===== src/rtl/operand_fetch_pkg.sv =====
// rtl/operand_fetch_pkg.sv - shared config, opcodes and decode helpers for operand_fetch
//
// Purpose: datapath widths, regfile enable constants, RV32I opcode constants,
//          the operand_fetch FSM state type and the small decode helpers.
// Ports:   none (package).
package operand_fetch_pkg;

  localparam int XLEN    = 32;
  localparam int RADDR_W = 5;

  localparam logic READ_ENABLE  = 1'b1;
  localparam logic WRITE_ENABLE = 1'b1;

  localparam logic [6:0] OP     = 7'b0110011;
  localparam logic [6:0] OP_IMM = 7'b0010011;
  localparam logic [6:0] LOAD   = 7'b0000011;
  localparam logic [6:0] STORE  = 7'b0100011;
  localparam logic [6:0] BRANCH = 7'b1100011;
  localparam logic [6:0] JAL    = 7'b1101111;
  localparam logic [6:0] JALR   = 7'b1100111;
  localparam logic [6:0] LUI    = 7'b0110111;
  localparam logic [6:0] AUIPC  = 7'b0010111;
  localparam logic [6:0] SYSTEM = 7'b1110011;
  localparam logic [6:0] FENCE  = 7'b0001111;

  typedef enum logic [1:0] {
    IDLE = 2'd0,
    READ = 2'd1,
    HOLD = 2'd2
  } of_state_t;

  // rs1 is read by everything except the three formats that have no rs1 field.
  function automatic logic uses_rs1(input logic [6:0] opc);
    return (opc == LUI || opc == AUIPC || opc == JAL) ? ~READ_ENABLE : READ_ENABLE;
  endfunction

  function automatic logic uses_rs2(input logic [6:0] opc);
    return (opc == OP || opc == STORE || opc == BRANCH) ? READ_ENABLE : ~READ_ENABLE;
  endfunction

  // A writeback forwards to an operand only if that port is really read and
  // the source is not x0 (x0 is hardwired zero and never forwarded).
  function automatic logic wb_hit(input logic               flag,
                                  input logic [RADDR_W-1:0] waddr,
                                  input logic [RADDR_W-1:0] rs,
                                  input logic               en);
    return (flag == WRITE_ENABLE) && (waddr == rs) && (rs != '0) && (en == READ_ENABLE);
  endfunction

endpackage


===== src/rtl/operand_fetch_imm_gen.sv =====
// rtl/operand_fetch_imm_gen.sv - RV32I immediate extraction and illegal-opcode detect
//
// Purpose: combinational immediate generator for the operand_fetch stage.
// Ports:   inst    - 32-bit instruction word
//          imm     - sign-extended immediate (0 for R-type, SYSTEM, FENCE, illegal)
//          illegal - opcode is not in the RV32I base set
module operand_fetch_imm_gen
  import operand_fetch_pkg::*;
(
  input  logic [31:0]     inst,
  output logic [XLEN-1:0] imm,
  output logic            illegal
);

  // Size casts of signed expressions sign-extend from inst[31].
  always_comb begin
    imm     = '0;
    illegal = 1'b0;
    case (inst[6:0])
      OP_IMM, LOAD, JALR: imm = XLEN'($signed(inst[31:20]));
      STORE:              imm = XLEN'($signed({inst[31:25], inst[11:7]}));
      BRANCH:             imm = XLEN'($signed({inst[31], inst[7], inst[30:25], inst[11:8], 1'b0}));
      LUI, AUIPC:         imm = XLEN'($signed({inst[31:12], 12'b0}));
      JAL:                imm = XLEN'($signed({inst[31], inst[19:12], inst[20], inst[30:21], 1'b0}));
      OP, SYSTEM, FENCE:  imm = '0;
      default:            illegal = 1'b1;
    endcase
  end

endmodule


===== src/rtl/operand_fetch.sv =====
// rtl/operand_fetch.sv - RV32I decode/operand-fetch stage with writeback bypass
//
// Purpose: accepts an instruction from fetch, issues the regfile reads on the
//          accept edge, merges the returned data with the writeback bypass and
//          presents a registered operand bundle to execute.
// Ports:   clk, rst_n (async active-low), i_flush (sync, highest priority)
//          fetch side:   i_inst_valid / o_inst_ready, i_inst, i_pc
//          regfile side: o_rf_read_flag1/2, o_rf_read_addr1/2, i_rf_read_data1/2
//          writeback:    i_wb_flag, i_wb_addr, i_wb_data
//          execute side: o_ex_valid / i_ex_ready and the o_ex_* bundle
module operand_fetch
  import operand_fetch_pkg::*;
(
  input  logic               clk,
  input  logic               rst_n,
  input  logic               i_flush,
  input  logic               i_inst_valid,
  output logic               o_inst_ready,
  input  logic [31:0]        i_inst,
  input  logic [XLEN-1:0]    i_pc,
  output logic               o_rf_read_flag1,
  output logic [RADDR_W-1:0] o_rf_read_addr1,
  input  logic [XLEN-1:0]    i_rf_read_data1,
  output logic               o_rf_read_flag2,
  output logic [RADDR_W-1:0] o_rf_read_addr2,
  input  logic [XLEN-1:0]    i_rf_read_data2,
  input  logic               i_wb_flag,
  input  logic [RADDR_W-1:0] i_wb_addr,
  input  logic [XLEN-1:0]    i_wb_data,
  output logic               o_ex_valid,
  input  logic               i_ex_ready,
  output logic [XLEN-1:0]    o_ex_pc,
  output logic [XLEN-1:0]    o_ex_rs1_data,
  output logic [XLEN-1:0]    o_ex_rs2_data,
  output logic [XLEN-1:0]    o_ex_imm,
  output logic [RADDR_W-1:0] o_ex_rd,
  output logic [6:0]         o_ex_opcode,
  output logic [2:0]         o_ex_funct3,
  output logic               o_ex_funct7b5,
  output logic               o_ex_illegal
);

  of_state_t state_q, state_d;
  logic      accept;

  logic [31:0]        inst_q;
  logic [XLEN-1:0]    pc_q;
  logic               hit1_q, hit2_q;
  logic [XLEN-1:0]    byp1_q, byp2_q;
  logic [XLEN-1:0]    op1_d, op2_d;
  logic [XLEN-1:0]    imm;
  logic               illegal;

  logic [RADDR_W-1:0] rs1_in, rs2_in, rs1_q, rs2_q;
  logic               en1_in, en2_in, en1_q, en2_q;

  assign rs1_in = i_inst[19:15];
  assign rs2_in = i_inst[24:20];
  assign en1_in = uses_rs1(i_inst[6:0]);
  assign en2_in = uses_rs2(i_inst[6:0]);
  assign rs1_q  = inst_q[19:15];
  assign rs2_q  = inst_q[24:20];
  assign en1_q  = uses_rs1(inst_q[6:0]);
  assign en2_q  = uses_rs2(inst_q[6:0]);

  operand_fetch_imm_gen u_imm_gen (
    .inst    (inst_q),
    .imm     (imm),
    .illegal (illegal)
  );

  always_ff @(posedge clk or negedge rst_n) begin
    if (!rst_n) begin
      state_q <= IDLE;
    end else begin
      state_q <= state_d;
    end
  end

  // Handshake, regfile request and next state. The regfile read request is
  // only live in the accept cycle so the regfile sees exactly one read per
  // instruction; rst_n gates the ready so nothing is accepted in reset.
  always_comb begin
    state_d         = state_q;
    o_inst_ready    = 1'b0;
    o_rf_read_flag1 = 1'b0;
    o_rf_read_flag2 = 1'b0;
    o_rf_read_addr1 = '0;
    o_rf_read_addr2 = '0;

    if (rst_n && !i_flush) begin
      o_inst_ready = (state_q == IDLE) || (state_q == HOLD && i_ex_ready);
    end
    accept = i_inst_valid && o_inst_ready;

    if (accept) begin
      o_rf_read_flag1 = en1_in;
      o_rf_read_flag2 = en2_in;
      o_rf_read_addr1 = rs1_in;
      o_rf_read_addr2 = rs2_in;
    end

    if (i_flush) begin
      state_d = IDLE;
    end else begin
      case (state_q)
        IDLE:    if (accept) state_d = READ;
        READ:    state_d = HOLD;
        HOLD:    if (i_ex_ready) state_d = accept ? READ : IDLE;
        default: state_d = IDLE;
      endcase
    end
  end

  // Operand merge at the READ->HOLD edge: a writeback landing this cycle is
  // newest, then a writeback caught on the accept edge (which the regfile
  // missed), then the regfile data itself.
  always_comb begin
    op1_d = '0;
    op2_d = '0;
    if (wb_hit(i_wb_flag, i_wb_addr, rs1_q, en1_q))  op1_d = i_wb_data;
    else if (hit1_q)                                 op1_d = byp1_q;
    else if (en1_q == READ_ENABLE && rs1_q != '0)    op1_d = i_rf_read_data1;
    if (wb_hit(i_wb_flag, i_wb_addr, rs2_q, en2_q))  op2_d = i_wb_data;
    else if (hit2_q)                                 op2_d = byp2_q;
    else if (en2_q == READ_ENABLE && rs2_q != '0)    op2_d = i_rf_read_data2;
  end

  always_ff @(posedge clk or negedge rst_n) begin
    if (!rst_n) begin
      inst_q        <= '0;
      pc_q          <= '0;
      hit1_q        <= 1'b0;
      hit2_q        <= 1'b0;
      byp1_q        <= '0;
      byp2_q        <= '0;
      o_ex_valid    <= 1'b0;
      o_ex_pc       <= '0;
      o_ex_rs1_data <= '0;
      o_ex_rs2_data <= '0;
      o_ex_imm      <= '0;
      o_ex_rd       <= '0;
      o_ex_opcode   <= '0;
      o_ex_funct3   <= '0;
      o_ex_funct7b5 <= 1'b0;
      o_ex_illegal  <= 1'b0;
    end else if (i_flush) begin
      o_ex_valid <= 1'b0;
      hit1_q     <= 1'b0;
      hit2_q     <= 1'b0;
    end else begin
      if (accept) begin
        inst_q <= i_inst;
        pc_q   <= i_pc;
        hit1_q <= wb_hit(i_wb_flag, i_wb_addr, rs1_in, en1_in);
        hit2_q <= wb_hit(i_wb_flag, i_wb_addr, rs2_in, en2_in);
        byp1_q <= i_wb_data;
        byp2_q <= i_wb_data;
      end
      case (state_q)
        READ: begin
          o_ex_valid    <= 1'b1;
          o_ex_pc       <= pc_q;
          o_ex_rs1_data <= op1_d;
          o_ex_rs2_data <= op2_d;
          o_ex_imm      <= imm;
          o_ex_rd       <= inst_q[11:7];
          o_ex_opcode   <= inst_q[6:0];
          o_ex_funct3   <= inst_q[14:12];
          o_ex_funct7b5 <= inst_q[30];
          o_ex_illegal  <= illegal;
        end
        HOLD: begin
          if (i_ex_ready) begin
            o_ex_valid <= 1'b0;
          end else begin
            // Keep the held operands current with writebacks that retire
            // while execute is stalled.
            if (wb_hit(i_wb_flag, i_wb_addr, rs1_q, en1_q)) o_ex_rs1_data <= i_wb_data;
            if (wb_hit(i_wb_flag, i_wb_addr, rs2_q, en2_q)) o_ex_rs2_data <= i_wb_data;
          end
        end
        default: ;
      endcase
    end
  end

endmodule


===== config.mk =====
export PLATFORM = sky130hd
export DESIGN_NAME = operand_fetch
export DESIGN_NICKNAME = d
export VERILOG_FILES = /design/src/rtl/operand_fetch_pkg.sv /design/src/rtl/operand_fetch_imm_gen.sv /design/src/rtl/operand_fetch.sv
export SDC_FILE = /design/constraint.sdc
export NUM_CORES = 1
export LEC_CHECK = 0
export CORE_MARGIN = 5
export CORE_UTILIZATION = 30
export CTS_CLUSTER_SIZE = 10
export DETAILED_ROUTE_END_ITERATION = 10
export MAX_ROUTING_LAYER = met4
export PLACE_DENSITY_LB_ADDON = 0.08
export SYNTH_ARGS = -nofsm -noshare
export SYNTH_HDL_FRONTEND = slang
export SYNTH_SLANG_ARGS = --single-unit

===== constraint.sdc =====
create_clock -name clk -period 2.1 [get_ports clk]
set_clock_uncertainty 0.1 [all_clocks]
set_input_delay 0.315 -clock clk [delete_from_list [all_inputs] [get_ports clk]]
set_output_delay 0.315 -clock clk [all_outputs]
set_load 0.005 [all_outputs]

==> run_results.csv <==
group,metric,value,unit
global_routing,grt_start_max_net_pins,143,
synth,share_of_flip_flops_with_an_asynchronous_set_or_reset,1.00,
floorplan,fp-row-count,73,
layout,layout.filler_cells,3647,
floorplan,die_x,210,um
timing,min_period_over_period,1.16,
run,cap_violations,0,
global_routing,groute.layer.met2.usage,0.348,
timing,timing.final.max_slew_violations,0,
critical_path,critPathBufInv,4,
floorplan,floorplan.initialDensity,0.303,
pwr,leakagePower,9.10,nW
synth,synth_cells,1304,
timing,setup_viol,150,
cts,tritoncts,"done",
placement,numPortBuffers,329,
detailed_routing,detail_route.wl_per_cell,22.9,um
hold_path,worstHoldPathType,"in -> reg",
critical_path,timing.critical_path.cells,"nor2b_4 -> nor4b_2 -> buf_4 -> buf_8 -> buf_6 -> and3_4 -> buf_6",
cts,cts_root_buf,"clkbuf_16",
global_routing,grt_pass1_vias,11759,
critical_path,kind_of_end_point_of_the_critical_path,"output port",
status,violations_in_the_final_reports,"setup timing",
pwr,power_density_cells,772,nW/um2
synth,yosys_register_bits,246,
cts,numCtsBuffers,31,
synth,ys_seq_area_frac,0.513,
floorplan,io_pins,330,
timing,setup_tns,-13.20,ns
critical_path,worstPathRequired,1.68,ns
timing,timing_hold_violations_final,0,
critical_path,critical_path.slowest_cell,"dfrtp_1",
detailed_routing,detail_route.drc_violations,0,
cts,cts_num_sinks,246,
detailed_routing,via_count,11674,
global_routing,grt_antenna_before_repair,3,
synth,post_synth_instance_area,12000,um2
global_routing,track_usage,0.224,
synth,syn-num-nets,1475,
timing,tightest_pin_transition,0.863,ns
layout,areaGrowthSynthToFinish,69.8,%
placement,post-dp-hpwl,32300,um
critical_path,critical_path_arrival,2.02,ns
timing,worst_slew_margin_rel,0.425,
placement,gpl.final_weighted_congestion,0.882,
status,run_status,"finished, violations left",
detailed_routing,pre_repair_dr_iteration_count,5,
cts,clock_path_buffers,3,
pwr,peakVddDrop,0.643,mV
detailed_routing,postRouteAntennaNets,0,
floorplan,die_area,44100,um2
timing,finalWorstPathRequiredPeriod,2.44,ns
timing,grt_setup_unrepaired,"yes",
layout,final_layout_size_suffix_gt1_frac,0.276,
critical_path,slowest_delay,0.37,ns
synth,synth_edf_count,0,
cts,clock_tree.htree_level_count,1,
critical_path,critical_path.most_common_cell,"buf_6",
synth,syn-mean-instance-area,9.20,um2
global_routing,grt_first_pass_wirelength,75100,um
detailed_routing,starting_drt_drc_count,629,
global_routing,grt_most_used_layer,"met2",
synth,yosys_warnings,0,
critical_path,critical_path_peak_fanout,6,
global_routing,grt_overflow,0,
synth,yosys.cell_types.count,59,
floorplan,core_area,39600,um2
global_routing,gr-usage-met3,0.0490,
detailed_routing,post_drt_via_cell_ratio,5.03,
floorplan,die_height,210,um
detailed_routing,final_wirelength,53200,um
cts,source_to_sink_clock_delay_at_the_later_pin_of_the_worst_skew_pair,0.58,ns
critical_path,path_class,"reg -> out",
critical_path,cpLargestDelayFamily,"simple AND/OR/NAND/NOR gates",
synth,post_synth_top_flop,"dfrtp_1",
global_routing,grt_util_met1,0.302,
layout,final_stage_net_count,1950,
timing,timing.fmax,410,MHz
cts,clk_pin_slew_worst_paths,0.06,ns
layout,postLayoutCoreUtil,0.514,
timing,fin_ws,-0.336,ns
critical_path,kind_of_start_point_of_the_critical_path,"flop",
-- metrics by stage --
stage	instances	setup WS [ns]	instance area (um2)	hold WS, ns	power, mW
CTS	2278	-0.444	19000	0.126	15.5
global route	2321	-0.443	20400	0.140	16.5
detailed placement	2186	-0.656	16700	0.303	10.1
floorplan	1304	0.0732	12000	-0.0806	7.62
finish	2321	-0.336	20400	0.160	15.7
global placement	2186	-0.676	16700	0.307	10.0
-- sequential cells by signal, indices dropped and copies added, names as in the netlist, 2 cells and up --
register       count
o_ex_rs1_data     32
o_ex_pc           32
o_ex_rs2_data     32
byp1_q            32
state_q            2
o_ex_opcode        7
o_ex_imm          32
o_ex_rd            5
pc_q              32
inst_q            32
o_ex_funct3        3
-- final cells by class --
cell class	count	area, um2	area share
sequential	246	6160	0.302
tap	525	657	0.0322
timing repair buffer	543	6160	0.303
clock buffer	43	871	0.0427
clock inverter	5	43.8	0.00215
multi-input combinational	946	6420	0.315
inverter	11	53.8	0.00264
antenna	2	5.00	0.000246
-- report_power, final --
group	switching (mW)	internal [mW]	total, mW	leakage, nW
Combinational	1.87	2.44	4.32	5.46
Sequential	0.808	5.61	6.42	3.18
Clock	2.14	2.86	5.00	0.452
-- worst min-delay path, cell delays in order --
cell             delay, ns
clkdlybuf4s50_1       0.39
nand2_1               0.05
nand2_1               0.04
-- path summary, 6_finish.rpt --
path	start	to	slack [ns]	cells after the start
setup / recovery	state_q[1]	o_rf_read_addr1[4]	-0.34	7
hold / removal	i_inst[14]	inst_q[14]	0.16	3
setup reg to reg	inst_q[15]	o_ex_rs1_data[2]	-0.24	9
hold reg to reg	pc_q[4]	o_ex_pc[4]	0.36	2
max in group asynchronous	rst_n	inst_q[30]	0.43	4
min in group asynchronous	rst_n	o_ex_rs2_data[9]	0.26	3
-- cells by family after synthesis --
| family | after synthesis | share of synthesized area |
|---|---|---|
| xor+xnor | 18 | 0.0131 |
| simple gates | 637 | 0.221 |
| compound gates | 290 | 0.204 |
| flops | 246 | 0.513 |
| mux | 1 | 0.000834 |
| buf+inv | 112 | 0.0483 |
-- layout by cell type (no fill, tap or decap), types with 11 or more instances in the layout --
master | synthesis | final
a21o_1 | 11 | 11
a2111oi_1 | 0 | 13
o21ai_0 | 40 | 36
clkdlybuf4s50_1 | 0 | 315
a21oi_1 | 91 | 66
buf_4 | 4 | 110
buf_16 | 0 | 15
a21oi_2 | 0 | 11
buf_12 | 0 | 43
nor2b_1 | 29 | 28
nor2_1 | 51 | 44
a21oi_4 | 1 | 15
a221oi_2 | 27 | 16
o41ai_2 | 28 | 24
o31ai_2 | 10 | 14
dfrtp_1 | 246 | 243
nand2_4 | 0 | 28
nand2_2 | 2 | 41
xor2_1 | 14 | 14
buf_6 | 14 | 33
a221oi_4 | 0 | 16
clkbuf_16 | 0 | 46
o31ai_1 | 22 | 12
nand2_1 | 501 | 433
-- timing repair --
action,CTS,global route
pin swaps,68,52
resized for setup,210,184
hold buffers,1,0
endpoints found under the setup margin,137,134
gates cloned,18,20
endpoints found under the hold margin,28,0
buffers inserted,25,29
-- synth_stat cells (10+ instances only) --
master | instances | area [um2]
a2111oi_0 | 26 | 228
a21o_1 | 11 | 82.6
a21oi_1 | 91 | 455
a221oi_2 | 27 | 405
and3_1 | 12 | 75.1
buf_2 | 30 | 150
buf_6 | 14 | 158
clkbuf_1 | 51 | 191
dfrtp_1 | 246 | 6160
inv_1 | 10 | 37.5
nand2_1 | 501 | 1880
nor2_1 | 51 | 191
nor2b_1 | 29 | 181
o21ai_0 | 40 | 200
o31ai_1 | 22 | 165
o31ai_2 | 10 | 125
o41ai_2 | 28 | 455
xor2_1 | 14 | 123
-- routing by layer --
metal | part of all wire | routed length, um
met5 | 0 | 0
met4 | 0.028 | 1510
met3 | 0.067 | 3560
met2 | 0.47 | 25100
met1 | 0.43 | 23000
Power figures use the tool's default switching activity.
